==> config.mk <==
export PLATFORM = sky130hd
export DESIGN_NAME = frame_streamer
export DESIGN_NICKNAME = d
export VERILOG_FILES = /design/src/rtl/frame_streamer.sv
export SDC_FILE = /design/constraint.sdc
export NUM_CORES = 1
export LEC_CHECK = 0
export ABC_AREA = 1
export BUFFER_PORTS_ARGS = -buffer_cell sky130_fd_sc_hd__buf_2
export CORE_ASPECT_RATIO = 1.75
export CORE_MARGIN = 2
export CORE_UTILIZATION = 40
export CTS_CLUSTER_DIAMETER = 100
export DETAILED_ROUTE_END_ITERATION = 6
export PLACE_DENSITY = 0.54
export SETUP_SLACK_MARGIN = 0.05
export SYNTH_ARGS = -nofsm -noshare
export SYNTH_HDL_FRONTEND = slang
export SYNTH_SLANG_ARGS = --single-unit
==> constraint.sdc <==
create_clock -name clk -period 2.4 [get_ports clk]
set_input_delay 0.36 -clock clk [delete_from_list [all_inputs] [get_ports clk]]
set_output_delay 0.36 -clock clk [all_outputs]
set_load 0.01 [all_outputs]
==> src/rtl/frame_streamer.sv <==
// frame_streamer: holds one NxN 8-bit frame and streams it to the kernel bank as a
// write sweep followed by a read sweep. Optional macro: FRAME_STREAMER_CONTINUOUS_EN.
module frame_streamer #(
   parameter int N           = 8,
   parameter int BIT_SIZE    = 6,
   parameter int HOLD_CYCLES = 2
) (
   input  logic                clk,
   input  logic                rst,
   input  logic                load_we,
   input  logic [BIT_SIZE:0]   load_addr,
   input  logic [7:0]          load_data,
   input  logic                start,
   output logic                we,
   output logic [BIT_SIZE:0]   pixel_position_or_address,
   output logic [7:0]          data_out,
   output logic                sample_strobe,
   output logic                busy,
   output logic                done
);

   localparam int AW     = BIT_SIZE + 1;
   localparam int PIXELS = N * N;
   localparam int IW     = (PIXELS > 1) ? $clog2(PIXELS) : 1;
   localparam int HW     = (HOLD_CYCLES > 1) ? $clog2(HOLD_CYCLES) : 1;
   localparam logic [AW-1:0] LAST_ADDR = AW'(PIXELS - 1);
   localparam logic [HW-1:0] HOLD_LAST = HW'(HOLD_CYCLES - 1);

   typedef enum logic [1:0] {
      IDLE  = 2'd0,
      WRITE = 2'd1,
      READ  = 2'd2,
      DONE  = 2'd3
   } state_t;

   state_t          state;
   state_t          nxt_state;
   logic [HW-1:0]   hc;
   logic [HW-1:0]   nxt_hc;
   logic [AW-1:0]   nxt_addr;
   logic            nxt_we;
   logic [7:0]      nxt_data;
   logic            load_window;
   logic            load_ok;
   logic [7:0]      first_pixel;
   logic [7:0]      frame [PIXELS];

   // The frame only changes while no pass is running, so a sweep always sees a stable image.
`ifdef FRAME_STREAMER_CONTINUOUS_EN
   assign load_window = (state == IDLE) || (state == DONE);
`else
   assign load_window = (state == IDLE);
`endif

   assign load_ok     = load_we && load_window && (load_addr <= LAST_ADDR);
   assign first_pixel = (load_ok && (load_addr == '0)) ? load_data : frame[0];

   // Frame buffer has no reset: its contents survive rst.
   always_ff @(posedge clk) begin
      if (load_ok) begin
         frame[IW'(load_addr)] <= load_data;
      end
   end

   always_comb begin
      nxt_state = state;
      nxt_hc    = hc;
      nxt_addr  = pixel_position_or_address;
      nxt_we    = we;
      nxt_data  = data_out;
      case (state)
         IDLE: begin
            nxt_hc   = '0;
            nxt_addr = '0;
            nxt_we   = 1'b0;
            nxt_data = '0;
            if (start) begin
               nxt_state = WRITE;
               nxt_we    = 1'b1;
               nxt_data  = first_pixel;
            end
         end
         WRITE: begin
            if (hc == HOLD_LAST) begin
               nxt_hc = '0;
               if (pixel_position_or_address == LAST_ADDR) begin
                  nxt_state = READ;
                  nxt_addr  = '0;
                  nxt_we    = 1'b0;
                  nxt_data  = '0;
               end else begin
                  nxt_addr = pixel_position_or_address + AW'(1);
                  nxt_data = frame[IW'(pixel_position_or_address + AW'(1))];
               end
            end else begin
               nxt_hc = hc + HW'(1);
            end
         end
         READ: begin
            if (hc == HOLD_LAST) begin
               nxt_hc = '0;
               if (pixel_position_or_address == LAST_ADDR) begin
                  nxt_state = DONE;
                  nxt_addr  = '0;
               end else begin
                  nxt_addr = pixel_position_or_address + AW'(1);
               end
            end else begin
               nxt_hc = hc + HW'(1);
            end
         end
         DONE: begin
            nxt_hc   = '0;
            nxt_addr = '0;
            nxt_we   = 1'b0;
            nxt_data = '0;
`ifdef FRAME_STREAMER_CONTINUOUS_EN
            nxt_state = WRITE;
            nxt_we    = 1'b1;
            nxt_data  = first_pixel;
`else
            nxt_state = IDLE;
`endif
         end
         default: begin
            nxt_state = IDLE;
         end
      endcase
   end

   // Strobe, busy and done are derived from the next state so every output is a flop.
   always_ff @(posedge clk) begin
      if (rst) begin
         state                     <= IDLE;
         hc                        <= '0;
         pixel_position_or_address <= '0;
         we                        <= 1'b0;
         data_out                  <= '0;
         sample_strobe             <= 1'b0;
         busy                      <= 1'b0;
         done                      <= 1'b0;
      end else begin
         state                     <= nxt_state;
         hc                        <= nxt_hc;
         pixel_position_or_address <= nxt_addr;
         we                        <= nxt_we;
         data_out                  <= nxt_data;
         sample_strobe             <= (nxt_state == READ) && (nxt_hc == HOLD_LAST);
         busy                      <= (nxt_state == WRITE) || (nxt_state == READ);
         done                      <= (nxt_state == DONE);
      end
   end

endmodule

==> flow_metrics.env <==
export IMPL_status="complete, no violations"
export IMPL_wire_per_inst_um=20.60
export IMPL_p_sw_mw=4.071
export IMPL_tns_ps=0
export IMPL_io_pins=38
export IMPL_start_kind="flip-flop"
export IMPL_seq_power_share_pct=52.5
export IMPL_final_area_mm2=0.02661
export IMPL_syn_inst=2187
export IMPL_worstPathRequired_ps=2920
export IMPL_grt_use_total_pct=22.04
export IMPL_path_class="reg -> reg"
export IMPL_dpl_hpwl_mm=42.40
export IMPL_initial_core_util_pct=40.51
export IMPL_p_comb_share_pct=4.4
export IMPL_hold_ws_ps=79.05
export IMPL_synth_top_cells_by_area="edfxtp_1 67%, nand2_1 12%, nand3_1 7.2%, inv_1 3.1%, nor2_1 3.0%"
export IMPL_ys_warn_count=0
export IMPL_die_h_um=320.2
export IMPL_drt_initial_drc_count=1185
export IMPL_yosysMostFrequentCell="nand2_1"
export IMPL_routabilityCongestion=0.8758
export IMPL_max_vdd_ir_drop_mv=0.4467
export IMPL_finalCritPeriodShare_pct=94.23
export IMPL_antenna_found_initial=0
export IMPL_cts_reportedPaths_clkPinSlew_ps=70
export IMPL_num_vias=15560
export IMPL_relSlewSlack_pct=50.40
export IMPL_grt_overflow=0
export IMPL_leakage_nw=10.45
export IMPL_synth_seq_area_share_pct=69.21
export IMPL_netSwitchingFraction_pct=20.80
export IMPL_cts_max_level=2
export IMPL_internal_power_mw=15.50
export IMPL_root_buffer="clkbuf_16"
export IMPL_finalSetupViolCount=0
export IMPL_arrival_ps=2780
export IMPL_wirelength_mm=63.77
export IMPL_grt_pass1_wl_mm=96.48
export IMPL_fmax_ghz=0.4422
export IMPL_syn_num_nets=2214
export IMPL_rows=115
export IMPL_path_max_fanout=18
export IMPL_drv_slew=0
export IMPL_whs_path_depth=2
export IMPL_portBuffers=37
export IMPL_syn2layout_area_growth_pct=16.46
export IMPL_drt_vias_per_instance=5.026
export IMPL_worstMarginPinSlew_ps=741.3
export IMPL_rsz0062_at_grt="true"
export IMPL_cts_buffers=47
export IMPL_core_area_mm2=0.05640
export IMPL_cts_resized_gates=1
export IMPL_syn_area_mm2=0.02285
export IMPL_yosysUniqueCellTypes=28
export IMPL_grt_pass1_vias=15700
export IMPL_synthArstFlopShare_pct=0
export IMPL_synth_top_area_share_pct=67.28
export IMPL_syn_area_per_cell_um2=10.45
export IMPL_fin_nets=2326
export IMPL_cts_tree="built"
export IMPL_drc=0
export IMPL_yosys_register_bits=534
export IMPL_die_area_mm2=0.05913
export IMPL_clock_path_buffers=3
export IMPL_placed_area_mm2=0.02484
export IMPL_synth_edff_count=512
export IMPL_die_w_um=184.7
export IMPL_clkPwrFrac_pct=43.2
export IMPL_cts_sink_count=534
export IMPL_antenna_cells=0
export IMPL_hold_class="in -> reg"
export IMPL_drtAntennaViolNets=0
export IMPL_period_needed_ps=2262
export IMPL_reg2regPathDepth=11
export IMPL_powerDensity_mw_per_mm2=735.3
export IMPL_drive_above_1_share_pct=12.24
export IMPL_post_cts_buffers=0
export IMPL_fin_skew_ps=18.55
export IMPL_holdBufCountCts=0
export IMPL_drtPass1Iterations=6
export IMPL_cp_end_kind="flip-flop"
export IMPL_grt_max_degree=77
export IMPL_maxCapViolations=0
export IMPL_synth_top_cells_by_count="713 x nand2_1, 512 x edfxtp_1, 329 x nand3_1, 189 x inv_1, 180 x nor2_1"
export IMPL_hold_viol_final=0
export IMPL_synthFlopType="edfxtp_1"
export IMPL_clock_latency_ps=580
export IMPL_yosys_area_top_type="edfxtp_1"
export IMPL_power_mw=19.57
worst paths after layout:
path              slack, ps                                 startpoint                                         to
setup / recovery        140  pixel_position_or_address[0]$_SDFFE_PP0P_                   data_out[2]$_SDFFE_PP0P_
hold / removal           80                                        rst                            busy$_SDFF_PP0_
setup reg to reg        140  pixel_position_or_address[0]$_SDFFE_PP0P_                   data_out[2]$_SDFFE_PP0P_
hold reg to reg         560  pixel_position_or_address[6]$_SDFFE_PP0P_  pixel_position_or_address[6]$_SDFFE_PP0P_
stage by stage:
stage | worst slack, ps | util (%) | cells
2_1_floorplan | 552.9 | - | 2187
3_3_place_gp | -24.25 | 44.03 | 3010
3_5_place_dp | -99.58 | 44.03 | 3010
4_1_cts | 72.07 | 47.08 | 3096
5_1_grt | 49.63 | 47.19 | 3096
6_report | 138.4 | 47.19 | 3096
area by class of cell:
cell class,count,area [µm²]
sequential,534,15820
clock inverter,34,481.7
tap,760,950.9
timing repair buffer,173,1539
fill,5286,29790
clock buffer,52,1237
inverter,201,759.5
multi-input combinational,1342,5827
state kept, by name, indices dropped and copies added, names as in the netlist:
register and flops:
data_out 8, sample_strobe 1, done 1, pixel_position_or_address 7
frame 512, state 2, we 1, busy 1
hc 1
layer usage:
layer / global-route usage (%) / share of wire, % / vias up
met1: 25.20 / 38 / 7503
li1: - / - / 7514
met3: 2.101 / 3.7 / 137
met2: 40.53 / 53 / 406
met4: 11.16 / 5.4 / 0
met5: 0 / 0 / -
cells in the final DEF (no fill, tap or decap), drive strengths merged, types with 2 or more instances in the layout:
cell / n
a21oi: 20
a32o: 2
buf: 173
bufinv: 12
clkbuf: 52
clkinv: 19
clkinvlp: 2
dfxtp: 22
edfxtp: 512
ha: 8
inv: 202
nand2: 713
nand3: 330
nand4: 4
nor2: 181
nor3: 8
o21ai: 68
o32ai: 2
xor2: 3
cells by family after synthesis:
family,synth area share [%]
and+or+nand+nor,22.23
DFF,69.21
buffers and inverters,5.711
AOI/OAI and AO/OA,2.163
adders and majority gates,0.4380
xor gates and xnor gates,0.2519
power groups by stage:
| stage | Combinational, mW | Clock [mW] | Sequential [mW] |
|---|---|---|---|
| after global routing | 0.948 | 8.91 | 10.3 |
| after detailed placement | 0.861 | 0 | 10.5 |
| after global placement | 0.853 | 0 | 10.5 |
| after floorplan | 0.377 | 0 | 10.5 |
| final | 0.858 | 8.45 | 10.3 |
| after CTS | 0.864 | 8.60 | 10.3 |
worst max-delay path: stages, from the launching register on:
cell and delay (ps):
dfxtp_4 360, ha_4 270, inv_2 150, buf_4 290, nand3_1 110, nand3_1 180
nand3_1 100, nand3_1 130, nand3_1 270, nand2_1 140, nand2_1 60, a21oi_1 120
Note: power is estimated with default switching activity, not from simulation.
